===== src/rtl/load_store_unit_if.sv =====
// Signal bundle between the MEM stage, the load/store unit and DataMemory.
// The master view belongs to the load/store unit. The slave view belongs to the
// environment: the pipeline request side together with the memory.
interface load_store_unit_if;
  // Pipeline request / response
  logic        cpuReq;
  logic        cpuWrite;
  logic [1:0]  cpuMode;
  logic        cpuSigned;
  logic [31:0] cpuAddr;
  logic [31:0] cpuWData;
  logic        cpuReady;
  logic        cpuDone;
  logic        cpuFault;
  logic [31:0] cpuRData;

  // Data-memory bus
  logic [31:0] memAddr;
  logic [31:0] memWriteData;
  logic [1:0]  memMode;
  logic        memRead;
  logic        memWrite;
  logic [31:0] memReadData;
  logic        memReady;

  modport master (
    input  cpuReq, cpuWrite, cpuMode, cpuSigned, cpuAddr, cpuWData,
    output cpuReady, cpuDone, cpuFault, cpuRData,
    output memAddr, memWriteData, memMode, memRead, memWrite,
    input  memReadData, memReady
  );

  modport slave (
    output cpuReq, cpuWrite, cpuMode, cpuSigned, cpuAddr, cpuWData,
    input  cpuReady, cpuDone, cpuFault, cpuRData,
    input  memAddr, memWriteData, memMode, memRead, memWrite,
    output memReadData, memReady
  );
endinterface


===== src/rtl/load_store_unit.sv =====
// Load/store unit: initiator side of the data-memory interface.
// Accepts one request while idle and checks its alignment. It then holds the
// memory strobes until memReady arrives or the timeout expires. Completion is
// reported with a one-cycle cpuDone pulse, and load data is zero- or
// sign-extended. Every output comes straight from a register.
module load_store_unit #(
  parameter int unsigned TIMEOUT = 16  // REQ cycles without memReady before fault (1..255)
) (
  input logic               clk,
  input logic               rst_n,
  load_store_unit_if.master bus
);

  // Access-size codes shared with DataMemory.
  localparam logic [1:0] MEM_BYTE = 2'd0;
  localparam logic [1:0] MEM_HALF = 2'd1;
  localparam logic [1:0] MEM_WORD = 2'd2;

  localparam int unsigned     CW        = $clog2(TIMEOUT + 1);
  localparam logic [CW-1:0]   CNT_LIMIT = CW'(TIMEOUT);

  typedef enum logic [1:0] {
    S_IDLE,
    S_REQ,
    S_RESP,
    S_FAULT
  } state_e;

  // Unsupported mode codes are treated like misaligned accesses.
  function automatic logic misaligned(input logic [1:0] mode, input logic [1:0] lsb);
    case (mode)
      MEM_BYTE: return 1'b0;
      MEM_HALF: return lsb[0];
      MEM_WORD: return lsb != 2'b00;
      default:  return 1'b1;
    endcase
  endfunction

  // Right-aligned raw read data extended to 32 bits according to size and signedness.
  function automatic logic [31:0] extend_load(input logic [31:0] raw,
                                              input logic [1:0]  mode,
                                              input logic        sgn);
    case (mode)
      MEM_BYTE: return {{24{sgn & raw[7]}},  raw[7:0]};
      MEM_HALF: return {{16{sgn & raw[15]}}, raw[15:0]};
      default:  return raw;
    endcase
  endfunction

  state_e        state_q, state_d;
  logic [CW-1:0] cnt_q, cnt_d;
  logic [CW-1:0] cnt_inc;
  logic [31:0]   addr_q, addr_d;
  logic [31:0]   wdata_q, wdata_d;
  logic [1:0]    mode_q, mode_d;
  logic          signed_q, signed_d;
  logic          read_q, read_d;
  logic          write_q, write_d;
  logic          ready_q, ready_d;
  logic          done_q, done_d;
  logic          fault_q, fault_d;
  logic [31:0]   rdata_q, rdata_d;

  // The counter never exceeds TIMEOUT, so this increment cannot wrap.
  assign cnt_inc = cnt_q + CW'(1);

  // Next state, plus the next value of every registered output.
  always_comb begin
    // NOTE: every signal written here gets a default first, so no path can infer a latch.
    state_d  = state_q;
    cnt_d    = cnt_q;
    addr_d   = '0;
    wdata_d  = '0;
    mode_d   = '0;
    signed_d = signed_q;
    read_d   = 1'b0;
    write_d  = 1'b0;
    ready_d  = 1'b0;
    done_d   = 1'b0;
    fault_d  = 1'b0;
    rdata_d  = '0;

    unique case (state_q)
      S_IDLE: begin
        ready_d = 1'b1;
        if (bus.cpuReq) begin
          ready_d = 1'b0;
          if (misaligned(bus.cpuMode, bus.cpuAddr[1:0])) begin
            state_d = S_FAULT;
            done_d  = 1'b1;
            fault_d = 1'b1;
          end else begin
            state_d  = S_REQ;
            cnt_d    = '0;
            addr_d   = bus.cpuAddr;
            wdata_d  = bus.cpuWData;
            mode_d   = bus.cpuMode;
            signed_d = bus.cpuSigned;
            read_d   = ~bus.cpuWrite;
            write_d  = bus.cpuWrite;
          end
        end
      end

      S_REQ: begin
        if (bus.memReady) begin
          // memReady takes priority over a timeout that expires in the same cycle.
          state_d = S_RESP;
          done_d  = 1'b1;
          if (read_q) begin
            rdata_d = extend_load(bus.memReadData, mode_q, signed_q);
          end
        end else if (cnt_inc == CNT_LIMIT) begin
          state_d = S_FAULT;
          cnt_d   = cnt_inc;
          done_d  = 1'b1;
          fault_d = 1'b1;
        end else begin
          cnt_d   = cnt_inc;
          addr_d  = addr_q;
          wdata_d = wdata_q;
          mode_d  = mode_q;
          read_d  = read_q;
          write_d = write_q;
        end
      end

      S_RESP, S_FAULT: begin
        state_d = S_IDLE;
        ready_d = 1'b1;
      end

      default: begin
        state_d = S_IDLE;
        ready_d = 1'b1;
      end
    endcase
  end

  // State register and registered outputs; reset is sampled on the clock edge.
  always_ff @(posedge clk) begin
    // NOTE: non-blocking assignments, so every register here samples pre-edge values.
    if (!rst_n) begin
      state_q  <= S_IDLE;
      cnt_q    <= '0;
      addr_q   <= '0;
      wdata_q  <= '0;
      mode_q   <= '0;
      signed_q <= 1'b0;
      read_q   <= 1'b0;
      write_q  <= 1'b0;
      ready_q  <= 1'b1;
      done_q   <= 1'b0;
      fault_q  <= 1'b0;
      rdata_q  <= '0;
    end else begin
      state_q  <= state_d;
      cnt_q    <= cnt_d;
      addr_q   <= addr_d;
      wdata_q  <= wdata_d;
      mode_q   <= mode_d;
      signed_q <= signed_d;
      read_q   <= read_d;
      write_q  <= write_d;
      ready_q  <= ready_d;
      done_q   <= done_d;
      fault_q  <= fault_d;
      rdata_q  <= rdata_d;
    end
  end

  assign bus.cpuReady     = ready_q;
  assign bus.cpuDone      = done_q;
  assign bus.cpuFault     = fault_q;
  assign bus.cpuRData     = rdata_q;
  assign bus.memAddr      = addr_q;
  assign bus.memWriteData = wdata_q;
  assign bus.memMode      = mode_q;
  assign bus.memRead      = read_q;
  assign bus.memWrite     = write_q;

endmodule

===== src/flat_wrapper.sv =====
// flat-port wrapper written by rule: the top's interface ports become plain ports
module load_store_unit_flat 
#(
  parameter int unsigned TIMEOUT = 16                                                      
)
  (clk, rst_n, bus_cpuReq, bus_cpuWrite, bus_cpuMode, bus_cpuSigned, bus_cpuAddr, bus_cpuWData, bus_cpuReady, bus_cpuDone, bus_cpuFault, bus_cpuRData, bus_memAddr, bus_memWriteData, bus_memMode, bus_memRead, bus_memWrite, bus_memReadData, bus_memReady);
  load_store_unit_if bus_i ();
  input logic clk;
  input logic rst_n;
  input wire logic [$bits(bus_i.cpuReq)-1:0] bus_cpuReq;
  input wire logic [$bits(bus_i.cpuWrite)-1:0] bus_cpuWrite;
  input wire logic [$bits(bus_i.cpuMode)-1:0] bus_cpuMode;
  input wire logic [$bits(bus_i.cpuSigned)-1:0] bus_cpuSigned;
  input wire logic [$bits(bus_i.cpuAddr)-1:0] bus_cpuAddr;
  input wire logic [$bits(bus_i.cpuWData)-1:0] bus_cpuWData;
  output wire logic [$bits(bus_i.cpuReady)-1:0] bus_cpuReady;
  output wire logic [$bits(bus_i.cpuDone)-1:0] bus_cpuDone;
  output wire logic [$bits(bus_i.cpuFault)-1:0] bus_cpuFault;
  output wire logic [$bits(bus_i.cpuRData)-1:0] bus_cpuRData;
  output wire logic [$bits(bus_i.memAddr)-1:0] bus_memAddr;
  output wire logic [$bits(bus_i.memWriteData)-1:0] bus_memWriteData;
  output wire logic [$bits(bus_i.memMode)-1:0] bus_memMode;
  output wire logic [$bits(bus_i.memRead)-1:0] bus_memRead;
  output wire logic [$bits(bus_i.memWrite)-1:0] bus_memWrite;
  input wire logic [$bits(bus_i.memReadData)-1:0] bus_memReadData;
  input wire logic [$bits(bus_i.memReady)-1:0] bus_memReady;
  assign bus_i.cpuReq = bus_cpuReq;
  assign bus_i.cpuWrite = bus_cpuWrite;
  assign bus_i.cpuMode = bus_cpuMode;
  assign bus_i.cpuSigned = bus_cpuSigned;
  assign bus_i.cpuAddr = bus_cpuAddr;
  assign bus_i.cpuWData = bus_cpuWData;
  assign bus_cpuReady = bus_i.cpuReady;
  assign bus_cpuDone = bus_i.cpuDone;
  assign bus_cpuFault = bus_i.cpuFault;
  assign bus_cpuRData = bus_i.cpuRData;
  assign bus_memAddr = bus_i.memAddr;
  assign bus_memWriteData = bus_i.memWriteData;
  assign bus_memMode = bus_i.memMode;
  assign bus_memRead = bus_i.memRead;
  assign bus_memWrite = bus_i.memWrite;
  assign bus_i.memReadData = bus_memReadData;
  assign bus_i.memReady = bus_memReady;
  load_store_unit #(.TIMEOUT(TIMEOUT)) u_core (.clk(clk), .rst_n(rst_n), .bus(bus_i));
endmodule

===== config.mk =====
export PLATFORM = sky130hd
export DESIGN_NAME = load_store_unit_flat
export DESIGN_NICKNAME = d
export VERILOG_FILES = /design/src/rtl/load_store_unit_if.sv /design/src/rtl/load_store_unit.sv /design/src/flat_wrapper.sv
export SDC_FILE = /design/constraint.sdc
export NUM_CORES = 1
export LEC_CHECK = 0
export ABC_CLOCK_PERIOD_IN_PS = 3200
export CAP_MARGIN = 0
export CORE_ASPECT_RATIO = 0.7
export CORE_MARGIN = 1
export CORE_UTILIZATION = 40
export CTS_CLUSTER_SIZE = 20
export DETAILED_ROUTE_END_ITERATION = 10
export GPL_ROUTABILITY_DRIVEN = 1
export GPL_TIMING_DRIVEN = 1
export PLACE_DENSITY = 0.84
export REMOVE_ABC_BUFFERS = 1
export SYNTH_ARGS = -nofsm -noshare
export SYNTH_HDL_FRONTEND = slang
export SYNTH_SLANG_ARGS = --single-unit

===== constraint.sdc =====
create_clock -name clk -period 3.2 [get_ports clk]
set_input_delay 0.8 -clock clk [delete_from_list [all_inputs] [get_ports clk]]
set_output_delay 0.8 -clock clk [all_outputs]
set_load 0.01 [all_outputs]

### Yosys cells after proc, flatten, opt, wreduce, memory -nomap -nowiden

Cells that the tools add are included.

| storage, ports and cells | value |
|---|---|
| output and inout bits | 103 |
| latch bits | 0 |
| input bits | 104 |
| memories | 0 |
| logic and storage cells | 81 |
| memory bits (writable) | 0 |
| bits in registers | 111 |
| ROM bits | 0 |

| operators by class | value |
|---|---|
| bitwise gates (word level) | 4 |
| magnitude comparators | 0 |
| muxes and demuxes | 43 |
| $mul | 0 |
| divide/modulo/power cells | 0 |
| equal/unequal tests | 11 |
| shifts and indexed selects | 0 |
| reductions and logical operators | 10 |
| add/subtract/negate cells | 1 |

Operators by type and width:

| cell | count |
|---|---|
| $mux W32 | 6 |
| $pmux W32 S2 | 3 |
| $mux W2 | 8 |
| $mux W5 | 3 |
| $mux W1 | 14 |
| $pmux W1 S2 | 5 |
| $pmux W5 S2 | 1 |
| $reduce_and A4 Y1 | 2 |
| $eq A2 B1 Y1 const B | 3 |
| $eq A2 B2 Y1 const B | 3 |
| $logic_not A2 Y1 | 3 |
| $ne A2 B2 Y1 const B | 3 |
| $pmux W2 S3 | 1 |
| $add A5 B1 Y5 const B | 1 |
| $eq A5 B5 Y1 const B | 1 |
| $pmux W2 S2 | 1 |
| $reduce_bool A2 Y1 | 2 |
| $ne A3 B2 Y1 const B | 1 |
| $pmux W1 S3 | 1 |
| $reduce_and A3 Y1 | 1 |
| $and A1 B1 Y1 | 2 |
| $not A1 Y1 | 2 |
| $reduce_and A2 Y1 | 1 |
| $reduce_or A2 Y1 | 1 |

### Longest topological paths before layout

| depth | value |
|---|---|
| depth in word-level cells | 7 |
| gate-level depth with buffers | 6 |
| depth with buffers taken out | 4 |

### Worst setup path before layout

OpenSTA, ideal clock, no wires.

| timing | value |
|---|---|
| path type | input-to-reg |
| from | in bus_cpuMode[0] |
| to | reg u_core.wdata_q[14], in the netlist u_core.bus.memWriteData[14] |
| path buffers | 2 |
| library setup time | 0.059 ns |
| path slack | 1.276 ns |
| cell stages on the path | 6 |
| data arrival time | 1.866 ns |
| required time | 3.141 ns |
| cell sequence | nor3_1 > nor2_1 > nor3_4 > clkbuf_4 > buf_2 > a22o_1 |

| on the way | value |
|---|---|
| longest elaborated chain between the ends | 7 |
| elaborated cells between the ends (all ways) | 9 |
| those cells by class | eq/ne (2); mux (6); reduce/logical (1) |

Ends and longest elaborated chain:

| what | line | source |
|---|---|---|
| start: declaration | flat_wrapper.sv:12 | `input wire logic [$bits(bus_i.cpuMode)-1:0] bus_cpuMode;` |
| $eq A2 B2 Y1 (tied with other cells) | load_store_unit.sv:31 | `case (mode)` |
| $pmux W1 S3 * | load_store_unit.sv:31 |  |
| $mux W1 * | load_store_unit.sv:86 | `if (bus.cpuReq) begin` |
| $mux W1 * | load_store_unit.sv:83 | `unique case (state_q)` |
| $mux W32 * | load_store_unit.sv:88 | `if (misaligned(bus.cpuMode, bus.cpuAddr[1:0])) begin` |
| $mux W32 * | load_store_unit.sv:86 |  |
| $pmux W32 S2 * | load_store_unit.sv:83 |  |
| end signal: assignment | load_store_unit.sv:160 | `wdata_q <= wdata_d;` |
| end: declaration | load_store_unit.sv:54 | `logic [31:0] wdata_q, wdata_d;` |

Every way passes the cells marked *; elsewhere a longest branch is shown, timed or not. The select of a mux whose other input is x is not followed.
A chain may end at the register's enable or synchronous reset.

### Final worst setup path

| timing | value |
|---|---|
| from | reg u_core.mode_q[1], in the netlist u_core.bus.memMode[1] |
| to | out bus_memMode[1] |

RTL lines:

| what | line | source |
|---|---|---|
| start: declaration | load_store_unit.sv:55 | `logic [1:0] mode_q, mode_d;` |
| start signal: assignment | load_store_unit.sv:161 | `mode_q <= mode_d;` |
| end: declaration | flat_wrapper.sv:22 | `output wire logic [$bits(bus_i.memMode)-1:0] bus_memMode;` |

No word-level cell between the ends.

==> results.cfg <==
[status]
status = finished clean

[timing]
maxSlewViolCount = 0
clock_skew_ps = 4.254
hold_viol_final = 0
fin_setup_tns_ps = 0
period_share_pct = 79.97
slew_headroom_pct = 54.68
worst_pin_slew_ps = 678.9
max_freq_ghz = 0.3908
rsz0062_at_grt = no
setup_viol = 0
fin_crit_ps = 2559

[clocking]
clock_path_buffers = 2
clock_sinks = 111
clock-root-buffer = clkbuf_16
cts_setup_buffers = 0
clk_pin_slew_ps = 70
cts_inserted_buffers = 9
postCtsResizedCells = 0
cts_tree = yes
worstSkewPairLatency_ps = 340
holdBufCountCts = 0
cts_max_level = 3

[route]
drtPass1Iterations = 5
num_vias = 3106
drtIter0Drc = 139
avgViaCountPerCell = 4.915
drc = 0
wl_per_cell_um = 15.85
drt_wl_total_um = 10020
drtAntennaViolNets = 0

[worst_setup_path]
path_max_fanout = 21
crit_chain = clkdlybuf4s50_1
endpoint_kind = primary output
critPathLaunchType = flip-flop
critical_path_buf_inv_count = 1
cpPeakStageDelay_ps = 760
arrival_ps = 1760
cp_top_family = flip-flops
slowest_stage = dfxtp_1
crit_required_ps = 2400
worstSetupPathType = reg2out

[global_route]
grt_pass1_vias = 2983
antenna_found_initial = 0
grt_max_degree = 65
grt_use_total_pct = 21.15
grt_pass1_wl_um = 14920
grt_overflow = 0

[worst_hold_path]
hold_path_class = reg2reg

[placed_design]
post_dp_cell_area_mm2 = 0.005697
io_buffers = 206
dpl.hpwl_um = 7281
dp.cells = 616
place_congestion = 0.7812

[yosys]
ys_seq_elements = 111
synthDistinctLibCells = 35
netlist.area_leader.share_pct = 62.36
ys_seq_area_share_pct = 62.36
avgSynthCellArea_um2 = 11.49
synth.area.top_cells = dfxtp_1, a22o_1, a21oi_1, nand2_1, and2_1
synthCells = 310
syn_area_mm2 = 0.003563
synth_top_cell_by_area = dfxtp_1
yosysWarnings = 0

[finish]
diodes = 0
regArea_mm2 = 0.002222
syn_to_final_growth_pct = 68.93
drive_above_1_share_pct = 5.078
nets = 612
nFillCells = 650
fin_area_mm2 = 0.006020
multi_input_area_mm2 = 0.001219
final_cells = 632

[pwr]
power_density_mw_per_mm2 = 482.8
ir_drop_mv = 0.3394
p_leak_nw = 2.215

[die]
dieArea_mm2 = 0.009296
core_mm2 = 0.008548
placementRows = 28
die-height_um = 80.97
pin_count = 207
die_x_um = 114.8
start_util_pct = 41.69

[run]
cap_viol_max_count = 0
==> kinds of logic (layout without fill, tap and decap cells) <==
family                   Yosys count  after routing  synth area share, %
AO/OA/AOI/OAI                    107            107                23.28
XOR/XNOR                           2              2               0.4917
adder cells (fa/ha/maj)            1              1               0.3511
buffers and inverters             23            225                3.441
flip-flops                       111            111                62.36
multiplexers                       1              1               0.3160
AND/OR/NAND/NOR                   65             65                9.761
==> final cells by class <==
class / count / share of cell area [%]
clock buffers: 10 / 3.970
clock inverters: 6 / 1.393
inverters: 1 / 0.06236
multi-input cells: 176 / 20.25
flip-flops and latches: 111 / 36.92
well taps: 120 / 2.494
repair buffers: 208 / 34.92
==> stage by stage <==
step | total power, W | hold slack (ps) | util [%] | worst slack (ps)
floorplan | 0.001543 | 457.4 | - | 452.8
global placement | 0.001747 | 454.9 | 66.64 | 695.0
detailed placement | 0.001753 | 458.2 | 66.64 | 614.1
CTS | 0.002931 | 478.2 | 70.42 | 625.3
global route | 0.003004 | 483.7 | 70.42 | 547.8
finish | 0.002907 | 472.9 | 70.42 | 641.1
==> metal layers <==
metal | part of all wire, % | up-vias | GRT usage, %
li1 | - | 1518 | -
met3 | 8.4 | 12 | 8.657
met5 | 0 | - | 0
met4 | 1.2 | 0 | 6.753
met2 | 49 | 114 | 36.97
met1 | 42 | 1462 | 23.71
==> registers in the layout (all words and copies together) (netlist names), 2 cells and up <==
name,flops
u_core.bus.memWriteData,32
u_core.state_q,2
u_core.bus.memAddr,32
u_core.bus.memMode,2
u_core.cnt_q,5
u_core.bus.cpuRData,32
==> worst paths after layout <==
| check | start | slack [ps] | endpoint | cells after the start |
|---|---|---|---|---|
| setup / recovery | u_core.bus.memMode[1]$_SDFFE_PN0P_ | 640 | bus_memMode[1] | 1 |
| hold / removal | u_core.bus.memWriteData[7]$_SDFFE_PN0P_ | 470 | u_core.bus.memWriteData[7]$_SDFFE_PN0P_ | 1 |
| setup reg to reg | u_core.state_q[0]$_SDFFE_PN0P_ | 1450 | u_core.bus.memAddr[11]$_SDFFE_PN0P_ | 5 |
| hold reg to reg | u_core.bus.memWriteData[7]$_SDFFE_PN0P_ | 470 | u_core.bus.memWriteData[7]$_SDFFE_PN0P_ | 1 |
==> layout by cell type (no fill, tap or decap), types with 2 or more instances in the layout <==
cell type        instances
dfxtp_1                111
buf_12                   2
nor2b_1                  2
a22o_1                  71
and2_1                   9
bufinv_16                2
xnor2_1                  2
clkdlybuf4s50_1        206
a211oi_1                 2
clkinv_2                 3
nand3_1                  4
or2_2                    2
a21oi_1                 26
nor2_1                   6
o21ai_0                  4
nor3b_1                  3
clkbuf_16                9
nand2_1                 28
nand2b_1                 3
==> cell usage after synthesis <==
library cell,count
nand2_1,28
inv_1,1
nor3_1,1
nand2b_1,3
buf_1,1
a211oi_1,2
mux2_2,1
a31oi_4,1
or2_2,2
and3_1,1
nand3b_1,1
nor3_4,1
buf_6,2
clkbuf_4,1
buf_2,8
a22o_1,71
nor3b_4,1
a21oi_1,26
dfxtp_1,111
nand4b_1,1
o21ai_0,4
o21ai_1,1
buf_4,2
or3b_2,1
ha_1,1
nor3b_1,3
nand3_1,4
xnor2_1,2
nand2_2,1
clkbuf_1,8
o21a_1,1
and2_1,9
nor2_1,6
a211o_1,1
nor2b_1,2
==> where the power goes <==
part	total (W)	internal [W]	switching (W)
Combinational	0.000288	0.000192	0.0000957
Sequential	0.00144	0.00141	0.0000222
Clock	0.00118	0.000704	0.000479
Power figures use the tool's default switching activity.
